===== config.mk =====
export PLATFORM = sky130hd
export DESIGN_NAME = mem_loader_flat
export DESIGN_NICKNAME = d
export VERILOG_FILES = /design/src/rtl/mem_loader_if.sv /design/src/rtl/mem_loader.sv /design/src/flat_wrapper.sv
export SDC_FILE = /design/constraint.sdc
export NUM_CORES = 1
export LEC_CHECK = 0
export BUFFER_PORTS_ARGS = -buffer_cell sky130_fd_sc_hd__buf_2
export CAP_MARGIN = 5
export CELL_PAD_IN_SITES_DETAIL_PLACEMENT = 2
export CELL_PAD_IN_SITES_GLOBAL_PLACEMENT = 2
export CORE_MARGIN = 2
export CORE_UTILIZATION = 36
export CTS_CLUSTER_SIZE = 12
export DETAILED_ROUTE_END_ITERATION = 10
export MAX_ROUTING_LAYER = met4
export PLACE_DENSITY = 0.88
export SYNTH_ARGS = -nofsm -noshare
export SYNTH_HDL_FRONTEND = slang
export SYNTH_SLANG_ARGS = --single-unit

===== constraint.sdc =====
create_clock -name clk -period 3.2 [get_ports clk]
set_input_delay 0.32 -clock clk [delete_from_list [all_inputs] [get_ports clk]]
set_output_delay 0.32 -clock clk [all_outputs]
set_load 0.01 [all_outputs]

===== src/rtl/mem_loader_if.sv =====
// Byte-stream input and RAM port A write bus of the boot-time program loader.
`timescale 1ns/1ps
interface mem_loader_if #(
  parameter int ADDR_WIDTH = 16
);
  logic                  s_valid;
  logic                  s_ready;
  logic [7:0]            s_data;
  logic                  a_wr_en;
  logic [3:0]            a_wr_strobe;
  logic [ADDR_WIDTH-1:0] a_addr;
  logic [31:0]           a_data_in;

  modport master (
    output s_valid, s_data,
    input  s_ready, a_wr_en, a_wr_strobe, a_addr, a_data_in
  );

  modport slave (
    input  s_valid, s_data,
    output s_ready, a_wr_en, a_wr_strobe, a_addr, a_data_in
  );
endinterface


===== src/rtl/mem_loader.sv =====
// Boot loader: parses a length/payload/checksum byte frame, writes words to RAM
// port A and holds the core in reset until the checksum verifies.
`timescale 1ns/1ps
module mem_loader #(
  parameter int          ADDR_WIDTH = 16,
  parameter int unsigned BASE_ADDR  = 0
) (
  input  logic         clk,
  input  logic         reset,
  mem_loader_if.slave  bus,
  input  logic         restart,
  output logic         core_reset_n,
  output logic         done,
  output logic         error
);
  typedef enum logic [2:0] {
    ST_LEN, ST_DATA, ST_SUM, ST_CHECK, ST_DONE, ST_ERROR
  } state_t;

  // Largest image that still fits between BASE_ADDR and the top of port A.
  localparam logic [32:0]           MAX_WORDS = (33'd1 << ADDR_WIDTH) - 33'(BASE_ADDR);
  localparam logic [ADDR_WIDTH-1:0] BASE      = ADDR_WIDTH'(BASE_ADDR);

  state_t                state, state_nxt;
  logic [1:0]            byte_cnt;
  logic [31:0]           word_asm;
  logic [31:0]           n_words;
  logic [31:0]           run_sum;
  logic [ADDR_WIDTH:0]   word_idx;
  logic [31:0]           asm_nxt;
  logic                  accept;
  logic                  last_byte;
  logic                  last_word;
  logic                  rearm;

  function automatic logic too_big(input logic [31:0] n);
    return {1'b0, n} > MAX_WORDS;
  endfunction

  assign bus.s_ready = !reset && (state inside {ST_LEN, ST_DATA, ST_SUM});
  assign accept      = bus.s_valid && bus.s_ready;
  assign last_byte   = accept && (byte_cnt == 2'd3);
  assign asm_nxt     = {bus.s_data, word_asm[31:8]};
  assign last_word   = (32'(word_idx) == n_words - 32'd1);
  assign rearm       = restart && (state == ST_DONE || state == ST_ERROR);

  always_ff @(posedge clk) begin
    if (reset) state <= ST_LEN;
    else       state <= state_nxt;
  end

  always_comb begin
    state_nxt = state;
    case (state)
      ST_LEN: begin
        if (last_byte) begin
          if (too_big(asm_nxt))     state_nxt = ST_ERROR;
          else if (asm_nxt == '0)   state_nxt = ST_SUM;
          else                      state_nxt = ST_DATA;
        end
      end
      ST_DATA:  if (last_byte && last_word) state_nxt = ST_SUM;
      ST_SUM:   if (last_byte) state_nxt = ST_CHECK;
      ST_CHECK: state_nxt = (run_sum == word_asm) ? ST_DONE : ST_ERROR;
      ST_DONE:  if (rearm) state_nxt = ST_LEN;
      ST_ERROR: if (rearm) state_nxt = ST_LEN;
      default:  state_nxt = ST_LEN;
    endcase
  end

  always_ff @(posedge clk) begin
    if (reset) begin
      byte_cnt        <= '0;
      word_asm        <= '0;
      n_words         <= '0;
      run_sum         <= '0;
      word_idx        <= '0;
      bus.a_wr_en     <= 1'b0;
      bus.a_wr_strobe <= 4'h0;
      bus.a_addr      <= '0;
      bus.a_data_in   <= '0;
      done            <= 1'b0;
      error           <= 1'b0;
      core_reset_n    <= 1'b0;
    end else begin
      bus.a_wr_en     <= 1'b0;
      bus.a_wr_strobe <= 4'h0;
      if (accept) begin
        byte_cnt <= byte_cnt + 2'd1;
        word_asm <= asm_nxt;
      end
      if (last_byte && state == ST_LEN) n_words <= asm_nxt;
      // Write stage: the assembled word goes out on the cycle after its 4th byte.
      if (last_byte && state == ST_DATA) begin
        bus.a_wr_en     <= 1'b1;
        bus.a_wr_strobe <= 4'hF;
        bus.a_addr      <= BASE + word_idx[ADDR_WIDTH-1:0];
        bus.a_data_in   <= asm_nxt;
        run_sum         <= run_sum + asm_nxt;
        word_idx        <= word_idx + (ADDR_WIDTH+1)'(1);
      end
      if (rearm) begin
        byte_cnt <= '0;
        word_asm <= '0;
        n_words  <= '0;
        run_sum  <= '0;
        word_idx <= '0;
      end
      // Status lags the state by one cycle but drops on the restart edge itself.
      done         <= (state == ST_DONE)  && (state_nxt == ST_DONE);
      error        <= (state == ST_ERROR) && (state_nxt == ST_ERROR);
      core_reset_n <= (state == ST_DONE)  && (state_nxt == ST_DONE);
    end
  end
endmodule


===== src/flat_wrapper.sv =====
// flat-port wrapper written by rule: the top's interface ports become plain ports
module mem_loader_flat 
#(
  parameter int          ADDR_WIDTH = 16,
  parameter int unsigned BASE_ADDR  = 0
)
  (clk, reset, restart, core_reset_n, done, error, bus_s_valid, bus_s_data, bus_s_ready, bus_a_wr_en, bus_a_wr_strobe, bus_a_addr, bus_a_data_in);
  mem_loader_if #(.ADDR_WIDTH(ADDR_WIDTH)) bus_i ();
  input  logic clk;
  input  logic reset;
  input  logic restart;
  output logic core_reset_n;
  output logic done;
  output logic error;
  input wire logic [$bits(bus_i.s_valid)-1:0] bus_s_valid;
  input wire logic [$bits(bus_i.s_data)-1:0] bus_s_data;
  output wire logic [$bits(bus_i.s_ready)-1:0] bus_s_ready;
  output wire logic [$bits(bus_i.a_wr_en)-1:0] bus_a_wr_en;
  output wire logic [$bits(bus_i.a_wr_strobe)-1:0] bus_a_wr_strobe;
  output wire logic [$bits(bus_i.a_addr)-1:0] bus_a_addr;
  output wire logic [$bits(bus_i.a_data_in)-1:0] bus_a_data_in;
  assign bus_i.s_valid = bus_s_valid;
  assign bus_i.s_data = bus_s_data;
  assign bus_s_ready = bus_i.s_ready;
  assign bus_a_wr_en = bus_i.a_wr_en;
  assign bus_a_wr_strobe = bus_i.a_wr_strobe;
  assign bus_a_addr = bus_i.a_addr;
  assign bus_a_data_in = bus_i.a_data_in;
  mem_loader #(.ADDR_WIDTH(ADDR_WIDTH), .BASE_ADDR(BASE_ADDR)) u_core (.clk(clk), .reset(reset), .bus(bus_i), .restart(restart), .core_reset_n(core_reset_n), .done(done), .error(error));
endmodule

* Yosys cells after proc, flatten, opt, wreduce, memory -nomap -nowiden *
Cells that the tools add are included.
W data, S select, Z words.

word-level totals
  word-level logic and storage cells = 53
  output and inout port bits = 57
  register bits after elaboration = 173

cells by class
  reductions and logical operators = 16
  add/sub/neg operators = 4
  magnitude comparators = 1
  equality and inequality tests = 10
  mux-type cells = 10

operators with widths
  operator                 count
  $add A32 B32 Y32         1
  $eq A17 B32 Y1           1
  $eq A32 B32 Y1           1
  $gt A32 B17 Y1 const B   1
  $logic_not A32 Y1        1
  $sub A32 B1 Y32 const B  1
  $add A17 B1 Y17 const B  1
  $mux W3                  5
  $pmux W3 S5              1
  $eq A3 B3 Y1 const B     4
  $logic_and A1 B1 Y1      9
  $eq A3 B2 Y1 const B     2
  $mux W4                  1
  $reduce_or A2 Y1         2
  $eq A3 B1 Y1 const B     1
  $logic_not A3 Y1         1
  $reduce_bool A3 Y1       1
  $add A2 B1 Y2 const B    1
  $eq A2 B2 Y1 const B     1
  $mux W1                  2
  $mux W2                  1
  $logic_not A1 Y1         1
  $logic_or A1 B1 Y1       1

* Logic depth before layout (Yosys ltp) *
  depth after elaboration = 10
  mapped depth = 12
  depth with buffers taken out = 12

* Worst setup path before layout *
OpenSTA, ideal clock, no wires.

  path kind = flip-flop to flip-flop
  start point = register u_core.word_asm[8]
  end point = register u_core.run_sum[26]
  cell stages (with the launch flop) = 13
  slack = 0.473 ns
  period minus slack after synthesis = 2.727 ns
  library setup time = 0.114 ns
  data arrival time = 2.613 ns
  path through = dfxtp_1 ha_1 inv_1 fa_1 nor2b_1 o31ai_1 a21oi_1 a31o_2 a41oi_1 o211ai_1 a221oi_1 xnor2_1 a21o_1

between the ends
  word-level cells in the longest chain between the ends = 1

ends and longest elaborated chain
  item                    RTL line          text
  from (decl)             mem_loader.sv:26  logic [31:0] word_asm;
  from (signal assigned)  mem_loader.sv:90  word_asm <= asm_nxt;
  $add A32 B32 Y32        mem_loader.sv:99  run_sum <= run_sum + asm_nxt;
  to (signal assigned)    mem_loader.sv:99
  to (decl)               mem_loader.sv:28  logic [31:0] run_sum;

Every way passes these cells.
A chain may end at the register's enable or synchronous reset.

* Final worst setup path *
  start point = register u_core.word_asm[18]
  end point = register u_core.run_sum[29]

The elaborated chain is that of the path after synthesis.

==> results.yml <==
outcome:
  status: "finished clean"
finish:
  antenna_cells: 0
  area_delta_synth_final_pct: 17.3
  fillers: 2631
  drive_gt1_frac: 0.150
  multiInputGateArea_um2: 4970
  nets: 1218
  seqCellArea_um2: 3390
worst_setup_path:
  cp_top_family: "compound AO/OA/AOI/OAI gates"
  critical_path.max_fanout: 7
  path_class: "reg -> reg"
  cp-end-kind: "flip-flop"
  crit_buf_inv: 0
  cp_slowest_cell: "dfxtp_2"
  regToRegSetupSlack_ns: 0.07
  cpPeakStageDelay_ns: 0.47
  cp.arrival_ns: 3.43
  crit_chain: "ha_1, a21oi_2, o21ai_0, a221oi_2, a21oi_1, o2111ai_2, nand4b_1, a31oi_1, xor2_1, o21ai_0"
  crit_path_start_kind: "flip-flop"
  crit_path_frequent_cell: "o21ai_0"
  cp.required_ns: 3.50
route:
  wl_per_cell_um: 26.7
  drt-pass1-iter-count: 5
  ant_nets: 0
  drc: 0
  vias: 9062
  first_iter_violations: 699
  postRouteWirelength_um: 40200
  viasPerCell: 6.03
floorplanning:
  die_h_um: 159
  start_util: 0.366
  row_count: 56
  core_region_area_um2: 23500
  die_w_um: 159
  num_io_pins: 69
  die_area_um2: 25100
pwr:
  peakVddDrop_mv: 0.289
  leakage_nw: 4.11
  p_per_area_nw_per_um2: 444
sta:
  rsz0062_at_grt: "no"
  finalSetupViolations: 0
  tightest_slew_ns: 1.04
  timing.setup.tns_ns: 0
  hold_viol: 0
  finalMaxSlewViolations: 0
  finalCriticalPeriod_ns: 3.13
  layout_setup_ws_ns: 0.0702
  timing.final.crit_share: 0.978
  fmax_mhz: 320
  maxSlewHeadroom: 0.303
  finalClockSkew_ns: 0.0154
place:
  pre_cts_ws_ns: 0.144
  place.gp.congestion: 0.906
  dp_hpwl_um: 23400
  port_buffers: 68
synthesis:
  yosys.area.top_type_share: 0.394
  synth.distinct_cells: 60
  synth_cells: 1108
  avgSynthCellArea_um2: 7.76
  synth_most_common_cell: "nand2_1"
  ys_top_cells_by_area: "dfxtp_1 39%, nand2_1 13%, a21oi_1 9.6%"
  ys_async_sr_fraction: 0
  synth-main-ff-cell: "dfxtp_1"
  netlist_top_cells_count: "292 x nand2_1, 169 x dfxtp_1, 165 x a21oi_1"
  synth_area_um2: 8600
  yosysSeqAreaShare: 0.394
  ys_warn_count: 0
  ys_ff_latch: 169
  synth_nets: 1155
  synth_edf_count: 0
  yosys.area.top_type: "dfxtp_1"
global_routing:
  grt_first_pass_wirelength_um: 60300
  grt_pass1_vias: 9795
  grt_overflow_total: 0
  grt_usage: 0.329
  antenna_found_initial: 0
  grt_max_degree: 61
hold_path:
  hold_path.class: "in -> reg"
run:
  drv_cap: 0
cts:
  clkTransAtPathRegs_ns: 0.08
  htreeDepth: 4
  cts_tree: "yes"
  clkSinkCount: 169
  ctsLongestPathBuffers: 2
  clk_latency_ns: 0.45
  cts_buffers: 17
  cts_root_buffer: "clkbuf_16"
==> per-layer routing <==
| layer | up-vias | wire length, µm | track usage |
|---|---|---|---|
| met3 | 152 | 2230 | 0.0604 |
| met1 | 4602 | 15900 | 0.374 |
| met2 | 387 | 19900 | 0.556 |
| li1 | 3921 | - | - |
| met4 | 0 | 2110 | 0.170 |
| met5 | - | 0 | - |
==> state kept, by name (all words and copies together) (netlist names) <==
signal	count
u_core.word_idx	17
u_core.word_asm	32
u_core.core_reset_n	1
u_core.state	3
u_core.error	1
u_core.bus.a_addr	16
u_core.bus.a_data_in	32
u_core.byte_cnt	2
u_core.bus.a_wr_strobe	1
u_core.n_words	32
u_core.run_sum	32
==> cells by family (layout without fill, tap and decap cells) <==
family	count (synthesis)	after routing	share of synthesized area
flip-flops	169	169	0.394
buffers and inverters	85	161	0.0396
multiplexers	2	2	0.00233
AND/OR/NAND/NOR	461	461	0.239
AO/OA/AOI/OAI	264	264	0.180
adder cells (fa/ha/maj)	35	35	0.0518
XOR/XNOR	92	92	0.0937
==> path summary, 6_finish.rpt <==
check,start,endpoint,cells after the start
worst max-delay path,u_core.word_asm[18]$_SDFFE_PP0P_,u_core.run_sum[29]$_SDFFE_PP0P_,10
worst max register to register,u_core.word_asm[18]$_SDFFE_PP0P_,u_core.run_sum[29]$_SDFFE_PP0P_,10
worst min-delay path,bus_s_data[4],u_core.n_words[28]$_SDFFE_PP0P_,3
worst min register to register,u_core.bus.a_addr[8]$_SDFFE_PP0P_,u_core.bus.a_addr[8]$_SDFFE_PP0P_,2
==> worst reg2reg max path, cell delays in order (launching register included) <==
cell       delay, ns
dfxtp_2         0.47
ha_1            0.37
a21oi_2         0.26
o21ai_0         0.20
a221oi_2        0.38
a21oi_1         0.20
o2111ai_2       0.29
nand4b_1        0.16
a31oi_1         0.24
xor2_1          0.24
o21ai_0         0.16
==> power by group <==
group	internal (W)	switching (W)
sequential	0.00211	0.0000124
clock	0.00114	0.000998
combinational	0.0000552	0.000154
total	0.00331	0.00116
==> layout make-up <==
| cell class | instances | share of cell area |
|---|---|---|
| Clock buffer | 20 | 0.0463 |
| Clock inverter | 12 | 0.0114 |
| Inverter | 18 | 0.00670 |
| Multi-Input combinational cell | 854 | 0.493 |
| Sequential cell | 169 | 0.336 |
| Tap cell | 319 | 0.0396 |
| Timing Repair Buffer | 111 | 0.0674 |
==> timing repair <==
action | in CTS | in global routing
setup endpoints to repair | 5 | 7
pin swaps | 0 | 3
setup buffers | 0 | 2
gates resized for setup | 3 | 15
hold buffers | 0 | 0
==> cell usage in the layout (no fill, tap or decap), types with 14 or more instances in the layout <==
cell type / count
a21oi_1: 163
buf_2: 68
buf_4: 41
clkbuf_16: 17
dfxtp_1: 166
ha_1: 34
inv_1: 17
nand2_1: 291
nand3_1: 23
nor2_1: 58
nor3_1: 14
nor4_1: 19
o21ai_0: 23
xnor2_1: 34
xor2_1: 58
==> through the flow <==
step | utilization | hold WS [ns] | instance area (µm²) | instances | total power (W)
after floorplan | - | 0.436 | 8600 | 1108 | 0.00227
after global placement | 0.401 | 0.440 | 9410 | 1469 | 0.00235
after detailed placement | 0.401 | 0.448 | 9410 | 1469 | 0.00236
after CTS | 0.426 | 0.181 | 10000 | 1501 | 0.00448
after global routing | 0.430 | 0.192 | 10100 | 1503 | 0.00458
final | 0.430 | 0.193 | 10100 | 1503 | 0.00447
(Power assumes the default switching activity.)
